`src/rtl/jpeg_wrdma.sv`:
```
// jpeg_wrdma: write DMA, output block RAM -> main memory via Wishbone master.
// Ports: clk_i/rst_i; wb_* slave regs (dmaen_i select); wbm_* bus master;
//   obram_* RAM read; blk_ready_i/blk_words_i in; blk_done_o, irq_o out.
module jpeg_wrdma #(
  parameter int BURST_LEN = 8,
  parameter int BRAM_AW   = 9
) (
  input  logic               clk_i,
  input  logic               rst_i,
  input  logic [31:0]        wb_adr_i,
  input  logic [31:0]        wb_dat_i,
  input  logic               wb_we_i,
  output logic [31:0]        wb_dat_o,
  input  logic               dmaen_i,
  output logic [31:0]        wbm_adr,
  output logic [31:0]        wbm_dat_o,
  output logic [3:0]         wbm_sel,
  output logic               wbm_we,
  output logic               wbm_cyc,
  output logic               wbm_stb,
  input  logic               wbm_ack,
  input  logic               wbm_err,
  input  logic [31:0]        wbm_dat_i,
  output logic [BRAM_AW-1:0] obram_addr,
  input  logic [31:0]        obram_data,
  input  logic               blk_ready_i,
  input  logic [6:0]         blk_words_i,
  output logic               blk_done_o,
  output logic               irq_o
);

  typedef enum logic [2:0] {
    S_IDLE  = 3'd0,
    S_WAIT  = 3'd1,
    S_FETCH = 3'd2,
    S_LOAD  = 3'd3,
    S_WRITE = 3'd4,
    S_REL   = 3'd5
  } state_t;

  state_t      state, nxt;
  logic [31:0] dst, ptr, wcnt;
  logic        err, pend, abort_q;
  logic [5:0]  pend_words, cur_words, idx;
  logic [7:0]  beat;

  logic        wr_en, dst_wr, ctl_wr;
  logic        arm, abort, clr_err, clr_irq;
  logic        last, burst_end, ack_ok;
  logic        consume, blk_drop, go_idle;
  logic        unused_ok;

  assign unused_ok = ^{wbm_dat_i, wb_adr_i[31:5],
                       wb_adr_i[1:0], blk_words_i[6]};

  assign wr_en   = dmaen_i & wb_we_i;
  assign dst_wr  = wr_en & (wb_adr_i[4:2] == 3'd0);
  assign ctl_wr  = wr_en & (wb_adr_i[4:2] == 3'd1);
  assign arm     = ctl_wr & wb_dat_i[0] & (state == S_IDLE);
  assign abort   = ctl_wr & wb_dat_i[1] & (state != S_IDLE);
  assign clr_err = ctl_wr & wb_dat_i[2];
  assign clr_irq = ctl_wr & wb_dat_i[3];

  // Word count 0 and 64 share low bits 0, so count-1 gives 63 for both.
  assign last      = (idx == (cur_words - 6'd1));
  assign burst_end = (beat == 8'(BURST_LEN - 1));
  assign ack_ok    = (state == S_WRITE) & wbm_ack & ~wbm_err;

  assign consume  = (state == S_WAIT) & (nxt == S_FETCH);
  assign blk_drop = blk_ready_i & (state != S_IDLE) & ~consume & pend;
  assign go_idle  = (state != S_IDLE) & (nxt == S_IDLE);

  assign obram_addr = {{(BRAM_AW-6){1'b0}}, idx};

  always_ff @(posedge clk_i or posedge rst_i) begin
    if (rst_i) state <= S_IDLE;
    else       state <= nxt;
  end

  always_comb begin
    nxt = state;
    unique case (state)
      S_IDLE:  if (arm) nxt = S_WAIT;
      S_WAIT: begin
        if (abort)                    nxt = S_IDLE;
        else if (blk_ready_i || pend) nxt = S_FETCH;
      end
      S_FETCH: nxt = abort ? S_IDLE : S_LOAD;
      S_LOAD:  nxt = abort ? S_IDLE : S_WRITE;
      S_WRITE: begin
        if (wbm_err)              nxt = S_IDLE;
        else if (wbm_ack) begin
          if (abort_q || abort)   nxt = S_IDLE;
          else if (last)          nxt = S_WAIT;
          else if (burst_end)     nxt = S_REL;
          else                    nxt = S_FETCH;
        end
      end
      S_REL:   nxt = abort ? S_IDLE : S_FETCH;
      default: nxt = S_IDLE;
    endcase
  end

  // cyc is held through FETCH/LOAD between beats of a block (idx != 0);
  // it only falls in RELEASE, at block end, or on leaving to IDLE.
  always_comb begin
    wbm_stb = (state == S_WRITE);
    wbm_cyc = (state == S_WRITE) |
              (((state == S_FETCH) | (state == S_LOAD)) & (idx != 6'd0));
    wbm_we  = wbm_cyc;
    wbm_sel = 4'hF;
  end

  always_ff @(posedge clk_i or posedge rst_i) begin
    if (rst_i) begin
      dst        <= '0;
      ptr        <= '0;
      wcnt       <= '0;
      err        <= 1'b0;
      irq_o      <= 1'b0;
      pend       <= 1'b0;
      pend_words <= '0;
      cur_words  <= '0;
      idx        <= '0;
      beat       <= '0;
      abort_q    <= 1'b0;
      blk_done_o <= 1'b0;
      wbm_adr    <= '0;
      wbm_dat_o  <= '0;
    end else begin
      blk_done_o <= 1'b0;
      if (dst_wr && state == S_IDLE)
        dst <= {wb_dat_i[31:2], 2'b00};
      if (arm) begin
        ptr  <= dst;
        wcnt <= '0;
      end
      if (state == S_LOAD) begin
        wbm_dat_o <= obram_data;
        wbm_adr   <= ptr;
      end
      if (ack_ok) begin
        ptr  <= ptr + 32'd4;
        beat <= beat + 8'd1;
        idx  <= last ? 6'd0 : idx + 6'd1;
        if (wcnt != 32'hFFFF_FFFF)
          wcnt <= wcnt + 32'd1;
        if (last && !(abort_q || abort))
          blk_done_o <= 1'b1;
      end
      if (nxt == S_REL || nxt == S_WAIT)
        beat <= '0;
      if (state == S_WRITE && abort)
        abort_q <= 1'b1;
      // Pending slot: one block may queue behind the active one.
      if (consume) begin
        if (pend) begin
          cur_words <= pend_words;
          pend      <= blk_ready_i;
          if (blk_ready_i) pend_words <= blk_words_i[5:0];
        end else begin
          cur_words <= blk_words_i[5:0];
        end
      end else if (blk_ready_i && state != S_IDLE && !pend) begin
        pend       <= 1'b1;
        pend_words <= blk_words_i[5:0];
      end
      if (clr_err) err <= 1'b0;
      if (blk_drop || (state == S_WRITE && wbm_err))
        err <= 1'b1;
      if (clr_irq) irq_o <= 1'b0;
      if (go_idle) begin
        pend    <= 1'b0;
        idx     <= '0;
        beat    <= '0;
        abort_q <= 1'b0;
        irq_o   <= 1'b1;
      end
    end
  end

  always_comb begin
    wb_dat_o = '0;
    unique case (wb_adr_i[4:2])
      3'd0:    wb_dat_o = dst;
      3'd1:    wb_dat_o = {wcnt[15:0], 10'b0, irq_o, err, pend, state};
      3'd2:    wb_dat_o = ptr;
      3'd3:    wb_dat_o = wcnt;
      default: wb_dat_o = '0;
    endcase
  end

endmodule

```
`config.mk`:
```
export PLATFORM = sky130hd
export DESIGN_NAME = jpeg_wrdma
export DESIGN_NICKNAME = d
export VERILOG_FILES = /design/src/rtl/jpeg_wrdma.sv
export SDC_FILE = /design/constraint.sdc
export NUM_CORES = 1
export LEC_CHECK = 0
export ABC_CLOCK_PERIOD_IN_PS = 6100
export BUFFER_PORTS_ARGS = -buffer_cell sky130_fd_sc_hd__buf_2
export CELL_PAD_IN_SITES_DETAIL_PLACEMENT = 1
export CELL_PAD_IN_SITES_GLOBAL_PLACEMENT = 1
export CORE_MARGIN = 4
export CORE_UTILIZATION = 41
export CTS_CLUSTER_DIAMETER = 80
export CTS_CLUSTER_SIZE = 30
export DETAILED_ROUTE_END_ITERATION = 7
export PLACE_DENSITY = 0.84
export SYNTH_ARGS = -nofsm -noshare
export SYNTH_HDL_FRONTEND = slang
export SYNTH_SLANG_ARGS = --single-unit
```
`constraint.sdc`:
```
create_clock -name clk_i -period 6.1 [get_ports clk_i]
set_input_delay 0.305 -clock clk_i [delete_from_list [all_inputs] [get_ports clk_i]]
set_output_delay 0.305 -clock clk_i [all_outputs]
set_load 0.02 [all_outputs]
```
**Yosys cells after proc, flatten, opt, wreduce, memory -nomap -nowiden**

Index checks and enable logic that the tools add are counted.

- Register bits: 192
- Latch bits: 0
- Memory bits (writable): 0
- Bits in read-only memories: 0
- Input bits: 142
- Output and inout port bits: 114
- Logic and storage cells: 124
- Memories: 0

- $add $sub $neg: 5
- Multipliers: 0
- Divide/modulo/power cells: 0
- Magnitude comparators: 0
- Eq/ne operators: 16
- Shift operators: 0
- Multiplexer cells: 41
- Bitwise gates (word level): 21
- Reductions and logical operators: 26

Operators with widths:

| operator | count |
|---|---|
| $mux 32 | 5 |
| $pmux 32 s4 | 1 |
| $mux 6 | 8 |
| $add 32x1->32 const B | 1 |
| $add 32x3->32 const B | 1 |
| $ne 32x32->1 const B | 1 |
| $mux 3 | 9 |
| $mux 8 | 3 |
| $pmux 3 s6 | 1 |
| $and 1x1->1 | 17 |
| $eq 3x2->1 const B | 5 |
| $mux 1 | 12 |
| $reduce_bool 2->1 | 6 |
| $eq 3x1->1 const B | 3 |
| $eq 3x3->1 const B | 3 |
| $logic_not 3->1 | 3 |
| $reduce_bool 3->1 | 3 |
| $add 8x1->8 const B | 1 |
| $eq 8x3->1 const B | 1 |
| $add 6x1->6 const B | 1 |
| $eq 6x6->1 | 1 |
| $logic_and 1x1->1 | 6 |
| $reduce_bool 6->1 | 1 |
| $sub 6x1->6 const B | 1 |
| other kinds (7) | 15 |

**Depth between registers and ports, before layout**

Gate-level depths: netlist of the first run.

- Depth in word-level cells: 16
- Mapped depth: 9
- Mapped depth without buffers: 8

**Worst setup path before layout of the first run**

Ideal clock, no wire load.

- Kind: reg-to-output
- Start: register state[2]
- End: output port wbm_we
- Data arrival time: 1.807 ns
- Required time: 5.795 ns
- Path slack: 3.988 ns
- Stages on the path, launching flop included: 5
- Path buffers: 2
- Path through: dfrtp_1 > clkbuf_1 > nor3b_1 > or2_2 > buf_4

- Elaborated cells between the ends (all ways): 6
- Classes of those cells: eq/ne: 3; bitwise: 3

RTL lines:

| what | line | text |
|---|---|---|
| start, declared | 41 | `state_t state, nxt;` |
| start signal, assigned | 77 | `else state <= nxt;` |
| $eq 3x3->1 | n/a |  |
| net wbm_stb | 20 | `output logic wbm_stb,` |
| $or 1x1->1 | 108 | `wbm_cyc = (state == S_WRITE) \|` |
| end, declared | 18 | `output logic wbm_we,` |

The timed path passes the listed nets, and every way through them passes these cells.

**Worst setup path in the final report of the first run**

- Start: register state[2]
- End: register beat[7]

- Longest elaborated chain between the ends: 11
- Elaborated cells between the ends (all ways): 30
- Classes of those cells: eq/ne: 7; mux: 12; bitwise: 5; reduce/logical: 6

Ends and longest elaborated chain:

| what | line | text |
|---|---|---|
| $reduce_bool 3->1 | 60, 71 |  |
| $and 1x1->1 | 60 | `assign abort = ctl_wr & wb_dat_i[1] & (state != S_IDLE);` |
| $logic_or 1x1->1 | 93 | `if (abort_q \|\| abort) nxt = S_IDLE;` |
| $mux 3 | 93 |  |
| $mux 3 | 92 | `else if (wbm_ack) begin` |
| $mux 3 | 91 | `if (wbm_err) nxt = S_IDLE;` |
| $pmux 3 s6 | 82 | `unique case (state)` |
| $eq 3x3->1 or $eq 3x1->1 (tied branches) | 151 | `if (nxt == S_REL \|\| nxt == S_WAIT)` |
| $logic_or 1x1->1 | 151 |  |
| $mux 8 | 151 |  |
| $mux 8 | 172 | `if (go_idle) begin` |
| end signal, assigned | 144 | `beat <= beat + 8'd1;` |
| end, declared | 45 | `logic [7:0] beat;` |

Parallel ways exist; a longest one is shown, timed or not.
A chain may end at the register's enable or synchronous reset.

==> parameters.txt, run 1 <==
Parameter                              Value

Timing
  Sum Neg Setup Slack ... 0 ns
  Number of hold-slack violations in the final timing report ... 0
  Setup slack of the critical path after layout ... 3.00 ns
  Clock tree skew after final layout ... 0.00840 ns
  Setup violators final ... 0
  RSZ-0062 raised after global routing ... no
  Post-layout minimum cycle time ... 3.10 ns
  Transition time at the pin with the least slew margin ... 0.888 ns
  Worst rel slew slack ... 0.392
  Max Clock Freq ... 323 MHz
  Ratio of final minimum period to clock period ... 0.508
  Final slew viol count ... 0

Worst setup path
  Required time of the critical path ... 6.46 ns
  Capture point of the critical path ... beat[7]$_DFFE_PP0P_
  Critical path endpoint category ... register
  Cells along the critical path ... nor4b_4 -> and2_1 -> buf_4 -> nand2_1 -> nor2_1 -> nand2_1 -> o22ai_1
  CP dominant cell by count ... nand2_1
  Family with the most delay on the worst path ... simple AND/OR/NAND/NOR gates
  Crit path largest cell delay ... 0.61 ns
  Minimum setup slack among reg-to-reg paths ... approximately 3.0 ns
  Critical Path Start Type ... register
  Capture instance of the worst register-to-register path ... beat[7]$_DFFE_PP0P_
  Logic depth of the worst setup path including buffers ... 7
  Setup crit start ... state[2]$_DFF_PP0_
  Buffers & Inverters on Critical Path ... 1
  Depth of the worst register-to-register path ... 7
  FF-to-FF Start ... state[2]$_DFF_PP0_
  Max FO, Critical Path ... 13
  Class of the most critical setup path ... register to register
  Data arrival time of the worst path ... 3.45 ns
  Worst-path cell with the longest stage delay ... dfrtp_1

Global routing
  First-pass GRT wire length ... 46900 um
  Antenna violations before repair ... 3
  GR Util All Layers ... 0.225
  Vias in the first global route ... 8684
  Maximum number of pins on one net before global-route repair ... between 100 and 150
  Overflow left after global routing ... 0

Yosys
  Mapped cell area ... 0.00959 sq mm
  Synth Flop Type ... dfrtp_1
  Library cells used by synthesis ... 62
  Proportion of synthesized chip area in sequential cells ... 0.491
  Number of synthesized flops with an enable pin ... 0
  Gate count after technology mapping ... just over 900
  Synth top area share ... 0.491
  Cell type with the highest aggregate area in the netlist ... dfrtp_1
  Count of synthesis-stage warnings from yosys ... 0
  Ranking of synthesized cells by area ... dfrtp_1 49%, mux2_2 12%, a22oi_1 4.1%
  Share of flip-flops with an asynchronous set or reset ... 1.00
  Total of flip-flops plus latches after synthesis ... 188
  Synthesized area divided by synthesized cell count ... 10.3 sq um

Placement
  Port Buf Inserts ... 184
  HPWL after DPL ... 20600 um
  Dpl ws ... slightly below 3 ns
  Final RePlAce weighted congestion ... 0.835

Die
  Horiz. Die Dim ... 161 um
  Die span in y ... 161 um
  Std-Cell Core Area ... 0.0228 sq mm
  Boundary Pins ... 256
  Overall die area ... 0.0259 sq mm
  Number of rows created at floorplan ... 55
  Starting Density ... 0.420

Clock tree
  Clock tree from TritonCTS ... built
  Count of clock tree sinks ... 188
  PostCTS Resize Cnt ... 0
  Setup bufs post-CTS ... 0
  Number of clock buffers inserted by TritonCTS ... 17
  H-tree depth reported by CTS ... 4
  Clock-pin slew of the registers on the worst-case setup and hold paths ... ~0.07 ns
  Clock Root Buffer ... clkbuf_16
  Insertion delay to the later sink of the worst-skew pair ... 0.43 ns
  Bufs on Longest Clock Path ... 2
  Count of hold buffers inserted by post-cts repair ... 0

Power
  Leak Pwr ... 5.28 nW
  Worst vdd rail ir drop ... 0.260 mV
  Power Density ... 428 mW/mm^2
  Total power consumption of the routed design ... 4.86 mW

Route
  Detail-routed via count per cell ... 5.79
  Routed WL per cell ... about 21 um
  Remaining DRCs ... 0
  Routed vias ... 8187
  WL final ... about 29000 um
  1st-pass router iterations ... 4
  Number of violations reported at the end of detailed-routing iteration 0 ... 502
  Antenna-violating nets left ... 0

Final layout
  Fill cells ... 2573
  Layout cell share with drive strength beyond 1 ... 0.313
  Fin nets ... 1235
  Syn-to-layout area delta ... 18.2%

Hold path
  Path category of the worst min-delay check ... primary input to async pin

Run status
  Outcome ... finished clean

Run
  Max_cap viols ... 0
-- state kept, by name, summed over array words and instances (netlist names), 8 cells and up --
signal and cells:
beat 8, dst 30, ptr 30, wbm_adr 30
wbm_dat_o 32, wcnt 32
-- cell usage in the layout, fill, tap and decap left out, types with 4 or more instances in the layout --
cell / count
clkbuf_16: 17
conb_1: 9
nor3_1: 29
nand2b_1: 7
nand4_1: 20
buf_4: 11
inv_6: 4
dfrtp_1: 188
nor4_1: 7
inv_1: 16
nand3_1: 49
xnor2_1: 10
a311oi_1: 7
a22oi_1: 52
nand2_1: 97
o211ai_1: 4
a211oi_1: 12
buf_2: 184
and4_1: 4
mux2i_1: 20
a21oi_1: 24
and3_1: 13
mux2_2: 102
ha_1: 6
a221o_1: 7
or3_1: 6
a31oi_1: 14
o21ai_0: 38
nor2_1: 68
and2_1: 10
o311ai_0: 5
nand3b_1: 4
-- logic make-up after synthesis --
family                   after synthesis  share of synthesized area
XOR/XNOR                              13                     0.0119
multiplexers                         123                      0.142
buffers and inverters                 83                     0.0393
adder cells (fa/ha/maj)                6                    0.00783
AND/OR/NAND/NOR                      333                      0.175
flip-flops                           188                      0.491
other                                  2                   0.000783
AO/OA/AOI/OAI                        184                      0.133
-- Yosys cell counts, drive strengths merged (24+ instances only) --
master / instances
clkbuf: 36
o21ai: 38
nor2: 68
dfrtp: 188
a22oi: 52
buf: 30
nand2: 97
a21oi: 24
mux2: 103
nor3: 31
nand3: 49
-- through the flow --
step / utilization / instance area (sq um) / hold WS, ns / instances
floorplan: - / 9610 / 0.437 / 939
global placement: 0.469 / 10700 / 0.462 / 1381
detailed placement: 0.469 / 10700 / 0.482 / 1381
CTS: 0.496 / 11300 / 0.0828 / 1413
global route: 0.496 / 11300 / 0.0745 / 1413
finish: 0.496 / 11300 / 0.0344 / 1414
-- worst min-delay path by stage --
| stage | startpoint | end | slack [ns] |
|---|---|---|---|
| 5_1_grt | obram_data[8] | wbm_dat_o[8]$_DFFE_PP0N_ | 0.07 |
| 3_3_place_gp | wbm_adr[2]$_DFFE_PP0N_ | wbm_adr[2]$_DFFE_PP0N_ | 0.46 |
| 4_1_cts | obram_data[30] | wbm_dat_o[30]$_DFFE_PP0N_ | 0.08 |
| 2_1_floorplan | blk_words_i[0] | pend_words[0]$_DFFE_PP0P_ | 0.44 |
| 6_report | rst_i | wbm_dat_o[15]$_DFFE_PP0N_ | 0.03 |
| 3_5_place_dp | pend_words[0]$_DFFE_PP0P_ | pend_words[0]$_DFFE_PP0P_ | 0.48 |
-- layout make-up --
type	instances	area, sq um	area share
diodes	1	2.50	0.000221
clock buffers	18	439	0.0387
clock inverters	14	181	0.0160
inverters	17	71.3	0.00629
multi-input cells	668	4540	0.401
flip-flops and latches	188	4700	0.415
well taps	313	392	0.0345
repair buffers	195	1000	0.0885
-- power breakdown --
part	internal (mW)	leakage, nW	switching (mW)
clock network	0.666	0.296	0.519
registers	1.68	2.41	0.448
logic	0.690	2.58	0.855
total	3.03	5.28	1.82
-- worst register-to-register path, stage by stage (launching register included) --
cell	delay [ns]
dfrtp_1	0.61
nor4b_4	0.42
and2_1	0.55
buf_4	0.34
nand2_1	0.12
nor2_1	0.60
nand2_1	0.18
o22ai_1	0.21
-- routing by layer --
layer,GRT usage,vias to the layer above,share of wire,wire [um]
li1,-,3720,-,-
met5,0,-,0.0014,40
met4,0.0508,6,0.014,407
met2,0.373,291,0.48,14000
met1,0.289,4132,0.42,12300
met3,0.0719,38,0.083,2420
No activity file was read; power rests on OpenSTA's default activity.
==> inputs of run 2 (changes only) <==
Settings changed: ABC_CLOCK_PERIOD_IN_PS 6100 to 2500, CORE_UTILIZATION 41 to 37, PLACE_DENSITY 0.84 to 0.8.
Clock period 6.1 ns to 2.5 ns, I/O delays scaled along.
==> run 2 against run 1 <==
  * Critical path type unchanged
  * Sequential share of layout area fell by 3.5 points
  * Routed wire length rose by 11%
  * Global-route usage up 0.20 points
==> parameters.txt, run 2 (same netlist as run 1, synthesis figures left out) <==
Parameter                              Value

Global routing
  Overflow left after global routing ... 0
  Vias in the first global route ... 9335
  GR Util All Layers ... 0.227
  Maximum number of pins on one net before global-route repair ... 68
  First-pass GRT wire length ... just over 50000 um
  Antenna violations before repair ... 1

Timing
  Transition time at the pin with the least slew margin ... between 0.9 and 1 ns
  Sum Neg Setup Slack ... 0 ns
  Clock tree skew after final layout ... 0.0107 ns
  Max Clock Freq ... 419 MHz
  RSZ-0062 raised after global routing ... no
  Setup slack of the critical path after layout ... between 0.1 and 0.15 ns
  Final slew viol count ... 0
  Post-layout minimum cycle time ... 2.38 ns
  Ratio of final minimum period to clock period ... 0.954
  Number of hold-slack violations in the final timing report ... 0
  Setup violators final ... 0
  Worst rel slew slack ... 0.335

Worst setup path
  Crit path largest cell delay ... between 0.7 and 0.8 ns
  Critical path endpoint category ... register
  Minimum setup slack among reg-to-reg paths ... 0.12 ns
  Cells along the critical path ... nor4b_4 -> and2_1 -> buf_4 -> nor2_1 -> o21ai_0 -> o311ai_0
  FF-to-FF Start ... state[2]$_DFF_PP0_
  Critical Path Start Type ... register
  Capture instance of the worst register-to-register path ... ptr[22]$_DFFE_PP0P_
  Max FO, Critical Path ... 7
  Worst-path cell with the longest stage delay ... nor2_1
  Depth of the worst register-to-register path ... 6
  Setup crit start ... state[2]$_DFF_PP0_
  Data arrival time of the worst path ... 2.67 ns
  Class of the most critical setup path ... register to register
  Required time of the critical path ... 2.79 ns

Die
  Horiz. Die Dim ... 169 um
  Std-Cell Core Area ... 0.0253 sq mm
  Boundary Pins ... roughly 260
  Number of rows created at floorplan ... 58
  Die span in y ... 169 um
  Starting Density ... 0.379
  Overall die area ... 0.0285 sq mm

Hold path
  Worst min-delay path startpoint ... blk_ready_i
  Path category of the worst min-delay check ... primary input to register
  Worst Hold Depth ... 3
  WHS Endpoint ... pend$_DFFE_PP0P_

Run
  Max_cap viols ... 0

Power
  Worst vdd rail ir drop ... 0.568 mV
  Power Density ... around 970 mW/mm^2
  Leak Pwr ... about 5.8 nW

Placement
  Port Buf Inserts ... 184
  Cell area reported after detailed placement ... between 0.01 and 0.015 sq mm
  Dpl ws ... around 0.19 ns
  Final RePlAce weighted congestion ... 0.910
  Cell total after placement ... 1439
  HPWL after DPL ... 22400 um

Final layout
  Syn-to-layout area delta ... 29.3%
  Fin nets ... roughly 1300
  Ant diodes ... 0
  Top flop regs ... wbm_dat_o (32), wcnt (32)
  Highest-count cells in the layout ignoring fill and taps ... 188 x dfrtp_1, 184 x buf_2, 102 x mux2_2
  Commonest non-fill, non-tap cell in the layout ... dfrtp_1
  Layout cell share with drive strength beyond 1 ... 0.318
  Design area ... roughly 0.012 sq mm
  Fill cells ... around 2900
  Non-filler instance count after layout ... about 1500

Route
  Number of violations reported at the end of detailed-routing iteration 0 ... 530
  Routed vias ... 8734
  Antenna-violating nets left ... 0
  1st-pass router iterations ... 5
  Routed WL per cell ... ~21 um
  WL final ... 32500 um
  Detail-routed via count per cell ... 5.67
  Remaining DRCs ... 0

Clock tree
  H-tree depth reported by CTS ... 4
  Insertion delay to the later sink of the worst-skew pair ... 0.44 ns
  Bufs on Longest Clock Path ... 2
  Clock-pin slew of the registers on the worst-case setup and hold paths ... 0.08 ns
  Number of clock buffers inserted by TritonCTS ... 17
  Clock tree from TritonCTS ... built
  Count of clock tree sinks ... between 150 and 200
  Clock Root Buffer ... clkbuf_16

Run status
  Outcome ... finished clean
## run 2: cell types whose count changed in the layout (fill, tap and decap cells not counted), sizes merged
cell	delta
buf	+41
bufinv	-3
clkbuf	-1
clkinv	+2
clkinvlp	-1
diode	-1
dlygate4sd3	+69
inv	+3
## run 2: what timing repair did
item | 4_1_cts | 5_1_grt
endpoints found under the hold margin | 97 | 0
setup buffers | 0 | 0
hold buffers | 69 | 0
resized for setup | 0 | 0
setup endpoints to repair | 0 | 0
## run 2: report_power, final
group          leakage (nW)  switching [mW]  internal, mW
Sequential             2.41            1.03          4.10
Combinational          3.10            2.34          1.89
Clock                 0.282            1.36          1.34
Total                  5.79            4.74          7.32
## run 2: per-layer routing
| layer | global-route usage | share of wire | wire [um] |
|---|---|---|---|
| met2 | 0.383 | 0.49 | 15800 |
| met1 | 0.293 | 0.43 | 13900 |
| met4 | 0.0639 | 0.019 | 611 |
| met3 | 0.0518 | 0.066 | 2160 |
| met5 | 0 | 0.00040 | 13 |
## run 2: worst max-delay path, delay by kind of cell, from the launching register on
| family | cells | cell delay, ns |
|---|---|---|
| compound gates | 2 | 0.47 |
| buf+inv | 1 | 0.21 |
| flops | 1 | 0.39 |
| simple gates | 3 | 1.18 |
## run 2: cell type report
class                           count  area [sq um]  share of cell area
Clock buffer                       17           425              0.0343
Clock inverter                     15           151              0.0122
Inverter                           17          67.6             0.00545
Multi-Input combinational cell    668          4540               0.366
Sequential cell                   188          4700               0.380
Tap cell                          330           413              0.0333
Timing Repair Buffer              305          2090               0.169
## run 2: worst max path at each step
stage / slack, ns / to / cells past startpoint
6_report: 0.12 / ptr[22]$_DFFE_PP0P_ / 6
5_1_grt: 0.03 / ptr[28]$_DFFE_PP0P_ / 6
4_1_cts: 0.17 / ptr[22]$_DFFE_PP0P_ / 6
3_5_place_dp: 0.19 / ptr[22]$_DFFE_PP0P_ / 6
3_3_place_gp: 0.30 / wcnt[18]$_DFF_PP0_ / 8
2_1_floorplan: -0.05 / abort_q$_DFFE_PP0P_ / 1
## run 2: through the flow
stage               power (mW)  utilization  hold WS (ns)
floorplan                 7.62            -         0.257
global placement          8.97        0.439         0.333
detailed placement        9.25        0.439         0.334
CTS                       12.1        0.489        0.0211
global route              12.7        0.489        0.0413
finish                    12.1        0.489        0.0364
==> inputs of run 3 (changes only) <==
Settings changed: ABC_CLOCK_PERIOD_IN_PS 2500 to 2170.
Clock period 2.5 ns to 2.17 ns, I/O delays scaled along.
==> run 3 against run 2 <==
  * Register-to-register slack worse by 0.09 ns
  * Clock power is 17% higher
  * Count of clock-buffer cells in the layout is 2 higher
  * Routed wire length is 0.49% higher
  * First-iteration DRC count is 9.8% higher
  * Sequential power is 14% higher
  * Combinational power is 20% higher
  * Flip-flop and latch count stayed put
  * Hold slack worse by 0.0013 ns
  * Largest cell class unchanged
  * Highest routed layer unchanged
==> parameters.txt, run 3 (same netlist as run 1, synthesis figures left out) <==
Parameter                              Value

Run status
  Outcome ... finished clean

Placement
  Dpl ws ... 0.0190 ns
  Final RePlAce weighted congestion ... 0.862
  HPWL after DPL ... 22800 um
  Port Buf Inserts ... 184

Route
  Routed vias ... about 9000
  WL final ... 32700 um
  Number of violations reported at the end of detailed-routing iteration 0 ... 582
  Antenna-violating nets left ... 0
  Remaining DRCs ... 0
  Wire length on met3 ... 1920 um
  Top Metal Used ... met5
  1st-pass router iterations ... 5
  Met2 routed WL ... 16100 um
  Routed WL per cell ... 20.8 um
  Routed metal-1 wirelength ... 14100 um
  Detail-routed via count per cell ... approximately 5.6

Global routing
  First-pass GRT wire length ... approximately 53000 um
  Antenna violations before repair ... 1
  Vias in the first global route ... roughly 9500
  Overflow left after global routing ... 0
  GR Util All Layers ... 0.230
  Maximum number of pins on one net before global-route repair ... 81

Timing
  Ratio of final minimum period to clock period ... 0.988
  Clock tree skew after final layout ... 0.0120 ns
  Setup violators final ... 0
  Post-layout minimum cycle time ... 2.14 ns
  Final slew viol count ... 0
  Max Clock Freq ... 467 MHz
  Number of hold-slack violations in the final timing report ... 0
  Setup slack of the critical path after layout ... 0.0264 ns
  Worst rel slew slack ... 0.539
  Transition time at the pin with the least slew margin ... approximately 0.69 ns

Power
  Leak Pwr ... 5.94 nW
  Worst vdd rail ir drop ... 0.610 mV
  Total power consumption of the routed design ... 14.1 mW
  Power Density ... between 1000 and 1500 mW/mm^2

Final layout
  Ant diodes ... 0
  Commonest non-fill, non-tap cell in the layout ... dfrtp_1
  Syn-to-layout area delta ... 31.8%
  Fin nets ... between 1000 and 1500
  Layout cell share with drive strength beyond 1 ... 0.341
  Fill cells ... 2824
  Final Util ... 0.499
  Highest-count cells in the layout ignoring fill and taps ... 187 x dfrtp_1, 184 x buf_2, 102 x mux2_2
  Top flop regs ... wbm_dat_o (32), wcnt (32)

Die
  Die span in y ... 169 um
  Std-Cell Core Area ... 0.0253 sq mm
  Horiz. Die Dim ... 169 um
  Number of rows created at floorplan ... 58
  Starting Density ... 0.379
  Overall die area ... between 0.02 and 0.03 sq mm
  Boundary Pins ... ~260

Worst setup path
  Critical Path Start Type ... register
  Class of the most critical setup path ... register to register
  Minimum setup slack among reg-to-reg paths ... approximately 0.026 ns
  Setup crit start ... state[0]$_DFF_PP0_
  Cells along the critical path ... nor4b_4 -> nand2_2 -> buf_4 -> nor3_1 -> buf_4 -> a311oi_1 -> nor3_1
  Crit path largest cell delay ... 0.42 ns
  Capture point of the critical path ... ptr[28]$_DFFE_PP0P_
  FF-to-FF Start ... state[0]$_DFF_PP0_
  Worst-path cell with the longest stage delay ... dfrtp_1
  Logic depth of the worst setup path including buffers ... 7
  Required time of the critical path ... approximately 2.5 ns
  Buffers & Inverters on Critical Path ... 2
  Depth of the worst register-to-register path ... 7
  Max FO, Critical Path ... 14
  Data arrival time of the worst path ... 2.48 ns
  Family with the most delay on the worst path ... simple AND/OR/NAND/NOR gates
  Critical path endpoint category ... register
  Capture instance of the worst register-to-register path ... ptr[28]$_DFFE_PP0P_

Clock tree
  H-tree depth reported by CTS ... 4
  Clock Root Buffer ... clkbuf_16
  Bufs on Longest Clock Path ... 2
  Count of clock tree sinks ... 188
  Clock-pin slew of the registers on the worst-case setup and hold paths ... 0.07 ns
  Insertion delay to the later sink of the worst-skew pair ... 0.45 ns
  Clock tree from TritonCTS ... built
  Number of clock buffers inserted by TritonCTS ... 17

Run
  Max_cap viols ... 0

Hold path
  Path category of the worst min-delay check ... primary input to register
[run 3: final cells by class]
type	instances	area (sq um)	share of cell area
Multi-Input combinational cell	668	4580	0.363
Inverter	17	67.6	0.00535
Clock buffer	19	443	0.0350
Tap cell	330	413	0.0327
Clock inverter	13	133	0.0105
Sequential cell	188	4710	0.372
Timing Repair Buffer	334	2290	0.182
[run 3: power by group]
part / switching, mW / total (mW) / leakage [nW] / internal (mW)
Clock: 1.50 / 3.15 / 0.280 / 1.65
Combinational: 2.81 / 5.08 / 3.25 / 2.27
Sequential: 1.13 / 5.86 / 2.41 / 4.72
[run 3: what timing repair did]
item | CTS | global route
hold buffers | 69 | 0
endpoints found under the hold margin | 88 | 0
pin swaps | 0 | 4
resized for setup | 3 | 8
buffers inserted | 0 | 4
endpoints found under the setup margin | 5 | 28
[run 3: worst min path at each step]
stage | startpoint | end | slack, ns | cells after the start
6_report | blk_ready_i | pend$_DFFE_PP0P_ | 0.04 | 3
3_5_place_dp | rst_i | wbm_dat_o[29]$_DFFE_PP0N_ | 0.16 | 2
2_1_floorplan | blk_words_i[0] | pend_words[0]$_DFFE_PP0P_ | 0.24 | 1
3_3_place_gp | rst_i | wbm_dat_o[7]$_DFFE_PP0N_ | 0.15 | 2
4_1_cts | blk_ready_i | pend$_DFFE_PP0P_ | 0.02 | 3
5_1_grt | blk_ready_i | pend$_DFFE_PP0P_ | 0.07 | 3
[run 3: metrics by stage]
stage / hold WS (ns) / TNS [ns] / area, sq um / instances
final: 0.0351 / 0 / 12600 / 1569
after global routing: 0.0660 / -0.150 / 12600 / 1569
after CTS: 0.0189 / 0 / 12600 / 1565
after detailed placement: 0.156 / 0 / 11300 / 1464
after global placement: 0.154 / 0 / 11300 / 1464
after floorplan: 0.240 / -67.49 / 9620 / 939
[run 3: worst register-to-register path, delay by kind of cell (launching register included)]
kind,cells,cell delay (ns)
and+or+nand+nor,4,1.11
buffers and inverters,2,0.41
AOI/OAI and AO/OA,1,0.10
DFF,1,0.42
[run 3: per-layer routing]
metal / track usage / vias up
li1: - / 3990
met1: 0.297 / 4470
met2: 0.395 / 261
met3: 0.0479 / 32
met4: 0.0565 / 2
met5: 0 / -
